### src/rtl/spectrum_pkg.sv
// +--------------------------------------------------------------------------+
// | spectrum_pkg: shared constants and types for the band filter/telemetry.  |
// | Rev 1.0                                                                  |
// +--------------------------------------------------------------------------+
`default_nettype none

package spectrum_pkg;

    localparam logic [7:0] SYNC_BYTE_DEFAULT = 8'hA5;
    localparam int         NBYTES_CHK        = 6;
    localparam int         NBYTES_NOCHK      = 5;

    typedef enum logic [1:0] {
        IDLE  = 2'd0,
        START = 2'd1,
        DATA  = 2'd2,
        STOP  = 2'd3
    } uart_state_t;

    // Index 0 holds band 0.
    typedef logic [3:0][7:0] band_snapshot_t;

endpackage

`default_nettype wire

### src/rtl/uart_byte_tx.sv
// +--------------------------------------------------------------------------+
// | uart_byte_tx: 8N1 serialiser for one byte; owns baud and bit counters.   |
// | Rev 1.0                                                                  |
// +--------------------------------------------------------------------------+
`default_nettype none

module uart_byte_tx
    import spectrum_pkg::*;
#(
    parameter int CLKS_PER_BIT = 104
) (
    input  logic       clk,
    input  logic       rst_n,
    input  logic       load,
    input  logic [7:0] data,
    output logic       tx,
    output logic       busy,
    output logic       byte_end
);

    localparam int            CW        = (CLKS_PER_BIT > 1) ? $clog2(CLKS_PER_BIT) : 1;
    localparam logic [CW-1:0] BAUD_LAST = CW'(CLKS_PER_BIT - 1);

    uart_state_t   state, state_nxt;
    logic [CW-1:0] baud, baud_nxt;
    logic [2:0]    bit_idx, bit_nxt;
    logic [7:0]    shreg, shreg_nxt;
    logic          tx_nxt;
    logic          baud_done;

    assign baud_done = (baud == BAUD_LAST);
    // Last cycle of the stop bit: the only point where a following byte may be accepted.
    assign byte_end  = (state == STOP) && baud_done;

    always_comb begin
        state_nxt = state;
        baud_nxt  = baud_done ? '0 : baud + 1'b1;
        bit_nxt   = bit_idx;
        shreg_nxt = shreg;
        tx_nxt    = 1'b1;
        case (state)
            IDLE: begin
                baud_nxt = '0;
                if (load) begin
                    state_nxt = START;
                    shreg_nxt = data;
                end
            end
            START: begin
                if (baud_done) begin
                    state_nxt = DATA;
                    bit_nxt   = 3'd0;
                end
            end
            DATA: begin
                if (baud_done) begin
                    if (bit_idx == 3'd7) state_nxt = STOP;
                    else                 bit_nxt   = bit_idx + 3'd1;
                end
            end
            STOP: begin
                if (baud_done) begin
                    if (load) begin
                        state_nxt = START;
                        shreg_nxt = data;
                    end else begin
                        state_nxt = IDLE;
                    end
                end
            end
            default: state_nxt = IDLE;
        endcase
        // The line level is registered from the next state so tx aligns with state.
        case (state_nxt)
            START:   tx_nxt = 1'b0;
            DATA:    tx_nxt = shreg_nxt[bit_nxt];
            default: tx_nxt = 1'b1;
        endcase
    end

    always_ff @(posedge clk or negedge rst_n) begin
        if (!rst_n) begin
            state   <= IDLE;
            baud    <= '0;
            bit_idx <= 3'd0;
            shreg   <= 8'd0;
            tx      <= 1'b1;
            busy    <= 1'b0;
        end else begin
            state   <= state_nxt;
            baud    <= baud_nxt;
            bit_idx <= bit_nxt;
            shreg   <= shreg_nxt;
            tx      <= tx_nxt;
            busy    <= (state_nxt != IDLE);
        end
    end

endmodule

`default_nettype wire

### src/rtl/band_uart_tx.sv
// +--------------------------------------------------------------------------+
// | band_uart_tx: snapshots four band energies and sends them as a UART frame|
// | Option macro: SPECTRUM_TX_CHECKSUM_EN appends a checksum byte. Rev 1.0   |
// +--------------------------------------------------------------------------+
`default_nettype none

module band_uart_tx
    import spectrum_pkg::*;
#(
    parameter int         CLKS_PER_BIT = 104,
    parameter logic [7:0] SYNC_BYTE    = SYNC_BYTE_DEFAULT
) (
    input  logic       clk,
    input  logic       rst_n,
    input  logic       update,
    input  logic [7:0] band_energy0,
    input  logic [7:0] band_energy1,
    input  logic [7:0] band_energy2,
    input  logic [7:0] band_energy3,
    output logic       tx,
    output logic       busy,
    output logic       frame_drop
);

`ifdef SPECTRUM_TX_CHECKSUM_EN
    localparam int NBYTES = NBYTES_CHK;
`else
    localparam int NBYTES = NBYTES_NOCHK;
`endif
    localparam logic [2:0] LAST_BYTE = 3'(NBYTES - 1);

    band_snapshot_t in_snap, active_q, active_d, pend_q, pend_d;
    logic           pend_valid_q, pend_valid_d;
    logic [2:0]     byte_idx_q, byte_idx_d, next_idx;
    logic           drop_q, drop_d;
    logic           load, byte_end, frame_end;
    logic [7:0]     tx_byte, next_byte;

    assign in_snap   = {band_energy3, band_energy2, band_energy1, band_energy0};
    assign frame_end = byte_end && (byte_idx_q == LAST_BYTE);
    assign next_idx  = byte_idx_q + 3'd1;

`ifdef SPECTRUM_TX_CHECKSUM_EN
    logic [7:0] chk;
    // Two's-complement negation makes bytes 1..5 sum to zero modulo 256.
    assign chk = 8'd0 - (active_q[0] + active_q[1] + active_q[2] + active_q[3]);
`endif

    always_comb begin
        next_byte = 8'h00;
        case (next_idx)
            3'd1:    next_byte = active_q[0];
            3'd2:    next_byte = active_q[1];
            3'd3:    next_byte = active_q[2];
            3'd4:    next_byte = active_q[3];
`ifdef SPECTRUM_TX_CHECKSUM_EN
            3'd5:    next_byte = chk;
`endif
            default: next_byte = 8'h00;
        endcase
    end

    always_comb begin
        active_d     = active_q;
        pend_d       = pend_q;
        pend_valid_d = pend_valid_q;
        byte_idx_d   = byte_idx_q;
        drop_d       = 1'b0;
        load         = 1'b0;
        tx_byte      = SYNC_BYTE;
        if (!busy || frame_end) begin
            // Frame boundary: a fresh update wins over any pending snapshot.
            byte_idx_d = 3'd0;
            if (update) begin
                active_d     = in_snap;
                load         = 1'b1;
                pend_valid_d = 1'b0;
                drop_d       = pend_valid_q;
            end else if (pend_valid_q) begin
                active_d     = pend_q;
                load         = 1'b1;
                pend_valid_d = 1'b0;
            end
        end else begin
            if (byte_end) begin
                load       = 1'b1;
                tx_byte    = next_byte;
                byte_idx_d = next_idx;
            end
            if (update) begin
                pend_d       = in_snap;
                pend_valid_d = 1'b1;
                drop_d       = pend_valid_q;
            end
        end
    end

    always_ff @(posedge clk or negedge rst_n) begin
        if (!rst_n) begin
            active_q     <= '0;
            pend_q       <= '0;
            pend_valid_q <= 1'b0;
            byte_idx_q   <= 3'd0;
            drop_q       <= 1'b0;
        end else begin
            active_q     <= active_d;
            pend_q       <= pend_d;
            pend_valid_q <= pend_valid_d;
            byte_idx_q   <= byte_idx_d;
            drop_q       <= drop_d;
        end
    end

    assign frame_drop = drop_q;

    uart_byte_tx #(
        .CLKS_PER_BIT (CLKS_PER_BIT)
    ) u_byte_tx (
        .clk      (clk),
        .rst_n    (rst_n),
        .load     (load),
        .data     (tx_byte),
        .tx       (tx),
        .busy     (busy),
        .byte_end (byte_end)
    );

endmodule

`default_nettype wire

### config.mk
export PLATFORM = sky130hd
export DESIGN_NAME = band_uart_tx
export DESIGN_NICKNAME = d
export VERILOG_FILES = /design/src/rtl/spectrum_pkg.sv /design/src/rtl/uart_byte_tx.sv /design/src/rtl/band_uart_tx.sv
export SDC_FILE = /design/constraint.sdc
export NUM_CORES = 1
export LEC_CHECK = 0
export BUFFER_PORTS_ARGS = -buffer_cell sky130_fd_sc_hd__buf_2
export CAP_MARGIN = 20
export CORE_ASPECT_RATIO = 1.4
export CORE_MARGIN = 2
export CORE_UTILIZATION = 64
export DETAILED_ROUTE_END_ITERATION = 12
export PLACE_DENSITY = 0.85
export SYNTH_ARGS = -nofsm -noshare
export SYNTH_HDL_FRONTEND = slang
export SYNTH_HIERARCHICAL = 1
export SYNTH_SLANG_ARGS = --single-unit
export TNS_END_PERCENT = 50
### constraint.sdc
create_clock -name clk -period 6.2 [get_ports clk]
set_input_delay 0.93 -clock clk [delete_from_list [all_inputs] [get_ports clk]]
set_output_delay 0.93 -clock clk [all_outputs]
set_load 0.02 [all_outputs]
==> results.json, run 1 <==
{
  "status": "finished, final reports clean",
  "cts_num_sinks": 91,
  "fin_area_mm2": 0.00505,
  "critPathMaxStageDelay_ns": 0.87,
  "worstPathRequired_ns": 6.50,
  "synth_commonest_cells": "94 x mux2_2, 90 x dfrtp_1, 13 x ha_1, 13 x inv_1, 13 x nand3_1",
  "setup_viol": 0,
  "crit_type": "flip-flop to flip-flop",
  "synth_cells": 356,
  "met3_usage": 0.0523,
  "top_usage_layer": "met2",
  "synth_ff_type": "dfrtp_1",
  "cts_setup_buffers": 0,
  "fillers": 459,
  "viasPerCell": 6.02,
  "seqCellArea_mm2": 0.00228,
  "power_frac_clock": 0.206,
  "yosys_warnings": 6,
  "cts-root-buf": "clkbuf_8",
  "start_kind": "flip-flop",
  "maxSlewHeadroom": 0.301,
  "synth_top_area_frac": 0.490,
  "grt_pass1_vias": 3169,
  "finalHoldViolCount": 0,
  "die_h_um": 104,
  "timing.fmax_ghz": 0.234,
  "use_met2": 0.415,
  "core_area_mm2": 0.00698,
  "synth_nets": 404,
  "placed_cell_area_mm2": 0.00479,
  "clock_skew_ns": 0.00830,
  "cts_resized": 0,
  "grt_pass1_wl_um": 14600,
  "p_sw_uw": 677,
  "numCtsBuffers": 9,
  "setup_tns_ns": 0,
  "final-max-slew-violation-count": 0,
  "postRouteAntennaNets": 0,
  "final_util": 0.723,
  "cts_max_level": 3,
  "whs_ns": 0.386,
  "rr_endpoint": "u_byte_tx/tx",
  "cts_tree": "done",
  "drt-pass1-iter-count": 8,
  "use_met1": 0.290,
  "insertion_delay_ns": 0.37,
  "grt_usage": 0.246,
  "routabilityCongestion": 0.839,
  "r2r-start": "u_byte_tx/state[0]",
  "p_per_area_mw_per_mm2": 431,
  "syn_area_mm2": 0.00460,
  "path_clk_slew_ns": 0.09,
  "critPathArrivalTime_ns": 4.57,
  "synthArstFlopShare": 1.00,
  "syn_avg_cell_area_um2": 12.9,
  "globalRouteOverflowTotal": 0,
  "die_w_um": 75.6,
  "nets": 434,
  "rsz0062_at_grt": "false",
  "vias": 2928,
  "io-pin-count": 38,
  "avgRoutedWirePerCell_um": 17.8,
  "multi_input_area_mm2": 0.00214,
  "initial_core_util": 0.658,
  "clockBufferDepth": 2,
  "synth_cell_type_count": 54,
  "crit_chain": "ha_1 > inv_1 > nor4_2 > nand3_2 > a21oi_4 > a31o_2 > nand3_1 > a21o_1 > a221oi_1 > a2111o_1 > o31ai_1 > o32a_1",
  "antenna_found_initial": 0,
  "post-route-min-period_ns": 4.27,
  "die_area_mm2": 0.00788,
  "r2r_cells": 12,
  "synth_edf_count": 0,
  "worst_slew_pin_slew_ns": 1.05,
  "grt_max_degree": 81,
  "drcViolationCount": 0,
  "crit_path_top_delay_cell": "a21oi_4",
  "drt_iter0_drc": 212,
  "ys_ff_latch": 91,
  "min_path_type": "primary input to asynchronous set/reset pin",
  "cts_hold_buffers": 0,
  "wl_um": 8630,
  "portBuffers": 37,
  "switching_share": 0.312,
  "ys_seq_area_frac": 0.496,
  "n_antenna_cell": 0,
  "crit_fanout": 33,
  "rows": 36,
  "p_seq_frac": 0.456,
  "yosysTopAreaCell": "dfrtp_1",
  "synthTopCellsByArea": "dfrtp_1 49%, mux2_2 23%, ha_1 3.5%",
  "cap_violations": 0,
  "leakage_uw": 0.00224,
  "internal-power_uw": 1500,
  "fin_crit_sh": 0.689,
  "rrSetupSlack_ns": 1.93,
  "drive_gt1_frac": 0.432,
  "irDropWorstVdd_mv": 0.265,
  "worstSetupEndpointType": "flip-flop",
  "syn_to_final_growth_pct": 9.80,
  "crit_start": "u_byte_tx/state[0]",
  "dp_hpwl_um": 6010,
  "p_comb_frac": 0.338,
  "critPathCapture": "u_byte_tx/tx",
  "synth_most_common_cell": "mux2_2"
}
==> layout by cell type, fill, tap and decap left out, drive strengths merged, types with 2 or more instances in the layout <==
master and n:
a211oi 4, a21boi 3, a21o 2, a21oi 5
a222oi 8, a22o 7, a22oi 3, a311o 4
a31o 2, and2 2, and3 3, buf 40
bufinv 2, clkbuf 11, clkinv 3, dfrtp 90
ha 13, inv 13, mux2 97, mux2i 5
nand2 6, nand2b 4, nand3 14, nor2 12
nor3 6, nor3b 2, o21ai 7, or2 4
xnor2 3, xor2 3
==> state kept, by name, indices dropped and copies added (netlist names), 2 cells and up <==
signal and count:
u_byte_tx/bit_idx 3, pend_q 32, byte_idx_q 3, u_byte_tx/shreg 8, u_byte_tx/state 2, active_q 32
u_byte_tx/baud 7
==> worst min path at each step <==
stage,slack [ns],endpoint,startpoint,cells past startpoint
detailed placement,0.46,u_byte_tx/baud[0],u_byte_tx/baud[0],1
CTS,0.39,frame_drop,rst_n,1
global route,0.39,pend_q[23],rst_n,1
global placement,0.44,u_byte_tx/baud[0],u_byte_tx/baud[0],1
floorplan,0.43,u_byte_tx/baud[0],u_byte_tx/baud[0],1
finish,0.39,frame_drop,rst_n,1
==> through the flow <==
| stage | power [µW] | setup slack (ns) | cells |
|---|---|---|---|
| after global routing | 2300 | 1.57 | 486 |
| final | 2170 | 1.93 | 486 |
| after floorplan | 1560 | 3.12 | 356 |
| after global placement | 1680 | 2.18 | 469 |
| after CTS | 2180 | 1.98 | 485 |
| after detailed placement | 1740 | 2.01 | 469 |
==> worst max-delay path, delay by kind of cell, from the launching register on <==
family	cells	cell delay [ns]
fa+ha+maj	1	0.23
flops	1	0.40
compound gates	7	2.37
buf+inv	1	0.09
simple gates	3	1.09
==> per-layer routing <==
layer	wire length (µm)	part of all wire
met5	0	0
met4	218	0.025
met3	275	0.032
met2	4690	0.54
met1	3450	0.40
==> kinds of logic after synthesis <==
group | after synthesis | share of synthesized area
XOR/XNOR | 6 | 0.0131
buffers and inverters | 34 | 0.0395
AO/OA/AOI/OAI | 53 | 0.0988
AND/OR/NAND/NOR | 57 | 0.0689
adder cells (fa/ha/maj) | 13 | 0.0354
flip-flops | 91 | 0.496
multiplexers | 102 | 0.249
==> power by group through the flow <==
| stage | sequential (µW) | combinational, µW | clock, µW |
|---|---|---|---|
| 2_1_floorplan | 950 | 610 | 0 |
| 3_3_place_gp | 981 | 703 | 0 |
| 3_5_place_dp | 1000 | 734 | 0 |
| 4_1_cts | 990 | 739 | 452 |
| 5_1_grt | 1020 | 801 | 478 |
| 6_report | 990 | 735 | 448 |
==> layout make-up <==
type / instances / area share
flip-flops and latches: 91 / 0.452
multi-input cells: 231 / 0.425
inverters: 13 / 0.00967
clock inverters: 5 / 0.0149
well taps: 95 / 0.0236
repair buffers: 40 / 0.0456
clock buffers: 11 / 0.0300
Note: power is estimated with default switching activity, not from simulation.
==> run 2: changes to the inputs <==
- CORE_UTILIZATION: 64 -> 60
- PLACE_DENSITY: 0.85 -> 0.8
- clock period: 6.2 -> 4.2 ns (I/O delays scaled with it)
==> run 2 against run 1 <==
Net effect: wire length fell by 0.10%; sequential share of layout area rose by 0.54 points; worst setup slack got worse by 0.71 ns; count of clock-buffer cells in the layout did not move; critical path depth rose by 1.
==> results.json, run 2 (synthesized netlist as in run 1, its figures left out) <==
{
  "leakage_uw": 0.00222,
  "finalWorstSetupSlack_ns": 1.22,
  "cp_num_cells": 13,
  "fin_crit_sh": 0.710,
  "crit_type": "flip-flop to flip-flop",
  "cts_resized": 0,
  "grt_pass1_wl_um": 14600,
  "antenna_found_initial": 0,
  "largestRegisters": "active_q: 32 flops, pend_q: 32 flops, u_byte_tx/shreg: 8 flops",
  "power_frac_clock": 0.169,
  "min_path_type": "primary input to asynchronous set/reset pin",
  "r2r-start": "u_byte_tx/state[0]",
  "p_per_area_mw_per_mm2": 615,
  "place_ws_ns": 1.30,
  "dp_hpwl_um": 6040,
  "rrSetupSlack_ns": 1.22,
  "cts_hold_buffers": 0,
  "p_sw_uw": 993,
  "fin_cells": 489,
  "drt_iter0_drc": 166,
  "numCtsBuffers": 9,
  "final-max-slew-violation-count": 0,
  "die_h_um": 108,
  "layout_common_cells": "94 x mux2_2, 90 x dfrtp_1, 36 x buf_2",
  "internal-power_uw": 2070,
  "final_util": 0.673,
  "path_delay_family": "compound AO/OA/AOI/OAI gates",
  "drive_gt1_frac": 0.431,
  "cts_num_sinks": 91,
  "syn_to_final_growth_pct": 8.49,
  "cts-root-buf": "clkbuf_8",
  "p_comb_frac": 0.355,
  "finalHoldViolCount": 0,
  "viasPerCell": 6.02,
  "timing.fmax_ghz": 0.335,
  "critPathArrivalTime_ns": 3.26,
  "setup_tns_ns": 0,
  "die_area_mm2": 0.00839,
  "final_common_cell": "mux2_2",
  "irDropWorstVdd_mv": 0.370,
  "start_kind": "flip-flop",
  "core_area_mm2": 0.00741,
  "crit_fanout": 10,
  "cts_setup_buffers": 0,
  "cts_max_level": 3,
  "cts_tree": "done",
  "grt_max_degree": 71,
  "setup_viol": 0,
  "wl_um": 8620,
  "rows": 37,
  "routabilityCongestion": 0.800,
  "n_antenna_cell": 0,
  "initial_core_util": 0.620,
  "grt_pass1_vias": 3097,
  "clock_skew_ns": 0.0102,
  "drcViolationCount": 0,
  "clockBufferDepth": 2,
  "avgRoutedWirePerCell_um": 17.6,
  "maxSlewHeadroom": 0.434,
  "postRouteAntennaNets": 0,
  "path_buf_inv": 2,
  "insertion_delay_ns": 0.35,
  "worstSetupEndpointType": "flip-flop",
  "post-route-min-period_ns": 2.98,
  "crit_chain": "ha_1 > inv_1 > nor4_2 > buf_4 > nand3_2 > a21oi_4 > a31o_2 > o21ai_0 > a21o_1 > a221oi_1 > a2111o_1 > o31ai_1 > o32a_1",
  "drt-pass1-iter-count": 5,
  "io-pin-count": 38,
  "switching_share": 0.324,
  "worstPathRequired_ns": 4.48,
  "place_inst": 474,
  "critPathMaxStageDelay_ns": 0.41,
  "rsz0062_at_grt": "false",
  "crit_start": "u_byte_tx/state[0]",
  "nets": 436,
  "vias": 2942,
  "r2r_cells": 13,
  "rr_endpoint": "u_byte_tx/tx",
  "p_seq_frac": 0.476,
  "status": "finished, final reports clean",
  "portBuffers": 37,
  "worst_slew_pin_slew_ns": 0.849,
  "crit_path_top_delay_cell": "dfrtp_1",
  "critPathCapture": "u_byte_tx/tx",
  "grt_usage": 0.225,
  "path_clk_slew_ns": 0.09,
  "die_w_um": 78.0,
  "globalRouteOverflowTotal": 0,
  "cap_violations": 0
}
==> run 2: how the worst min path moves through the flow <==
stage	cells past startpoint	slack, ns	start	endpoint
detailed placement	1	0.46	u_byte_tx/baud[0]	u_byte_tx/baud[0]
global placement	1	0.44	u_byte_tx/baud[0]	u_byte_tx/baud[0]
global route	1	0.46	rst_n	u_byte_tx/baud[3]
finish	1	0.37	rst_n	u_byte_tx/baud[3]
floorplan	0	0.33	rst_n	active_q[0]
CTS	1	0.40	rst_n	u_byte_tx/baud[4]
==> run 2: per-stage QoR <==
step | hold WS [ns] | power (µW) | area, µm²
2_1_floorplan | 0.334 | 2300 | 4600
3_3_place_gp | 0.442 | 2500 | 4820
3_5_place_dp | 0.458 | 2570 | 4820
4_1_cts | 0.405 | 3090 | 4990
5_1_grt | 0.457 | 3260 | 4990
6_report | 0.372 | 3070 | 4990
==> run 2: power groups by stage <==
stage | clock network (µW) | registers [µW] | logic [µW]
floorplan | 0 | 1400 | 901
global placement | 0 | 1450 | 1050
detailed placement | 0 | 1480 | 1090
CTS | 532 | 1460 | 1100
global route | 567 | 1500 | 1200
finish | 518 | 1460 | 1090
==> run 2: metal layers <==
layer  up-vias  share of wire  GRT usage
met4         0          0.032      0.124
met3        21          0.035     0.0327
li1       1373              -          -
met1      1471           0.39      0.261
met5         -              0          0
met2        77           0.54      0.399
==> run 2: cell type report <==
type,instances,area (µm²)
flip-flops and latches,91,2280
clock inverters,4,27.5
fillers,574,2420
inverters,13,48.8
multi-input cells,231,2140
repair buffers,42,225
well taps,97,121
clock buffers,11,141
==> run 2: worst register-to-register path, cell delays in order (launching register included) <==
cell      delay (ns)
dfrtp_1         0.41
ha_1            0.24
inv_1           0.09
nor4_2          0.25
buf_4           0.20
nand3_2         0.13
a21oi_4         0.17
a31o_2          0.18
o21ai_0         0.11
a21o_1          0.26
a221oi_1        0.30
a2111o_1        0.16
o31ai_1         0.07
o32a_1          0.34
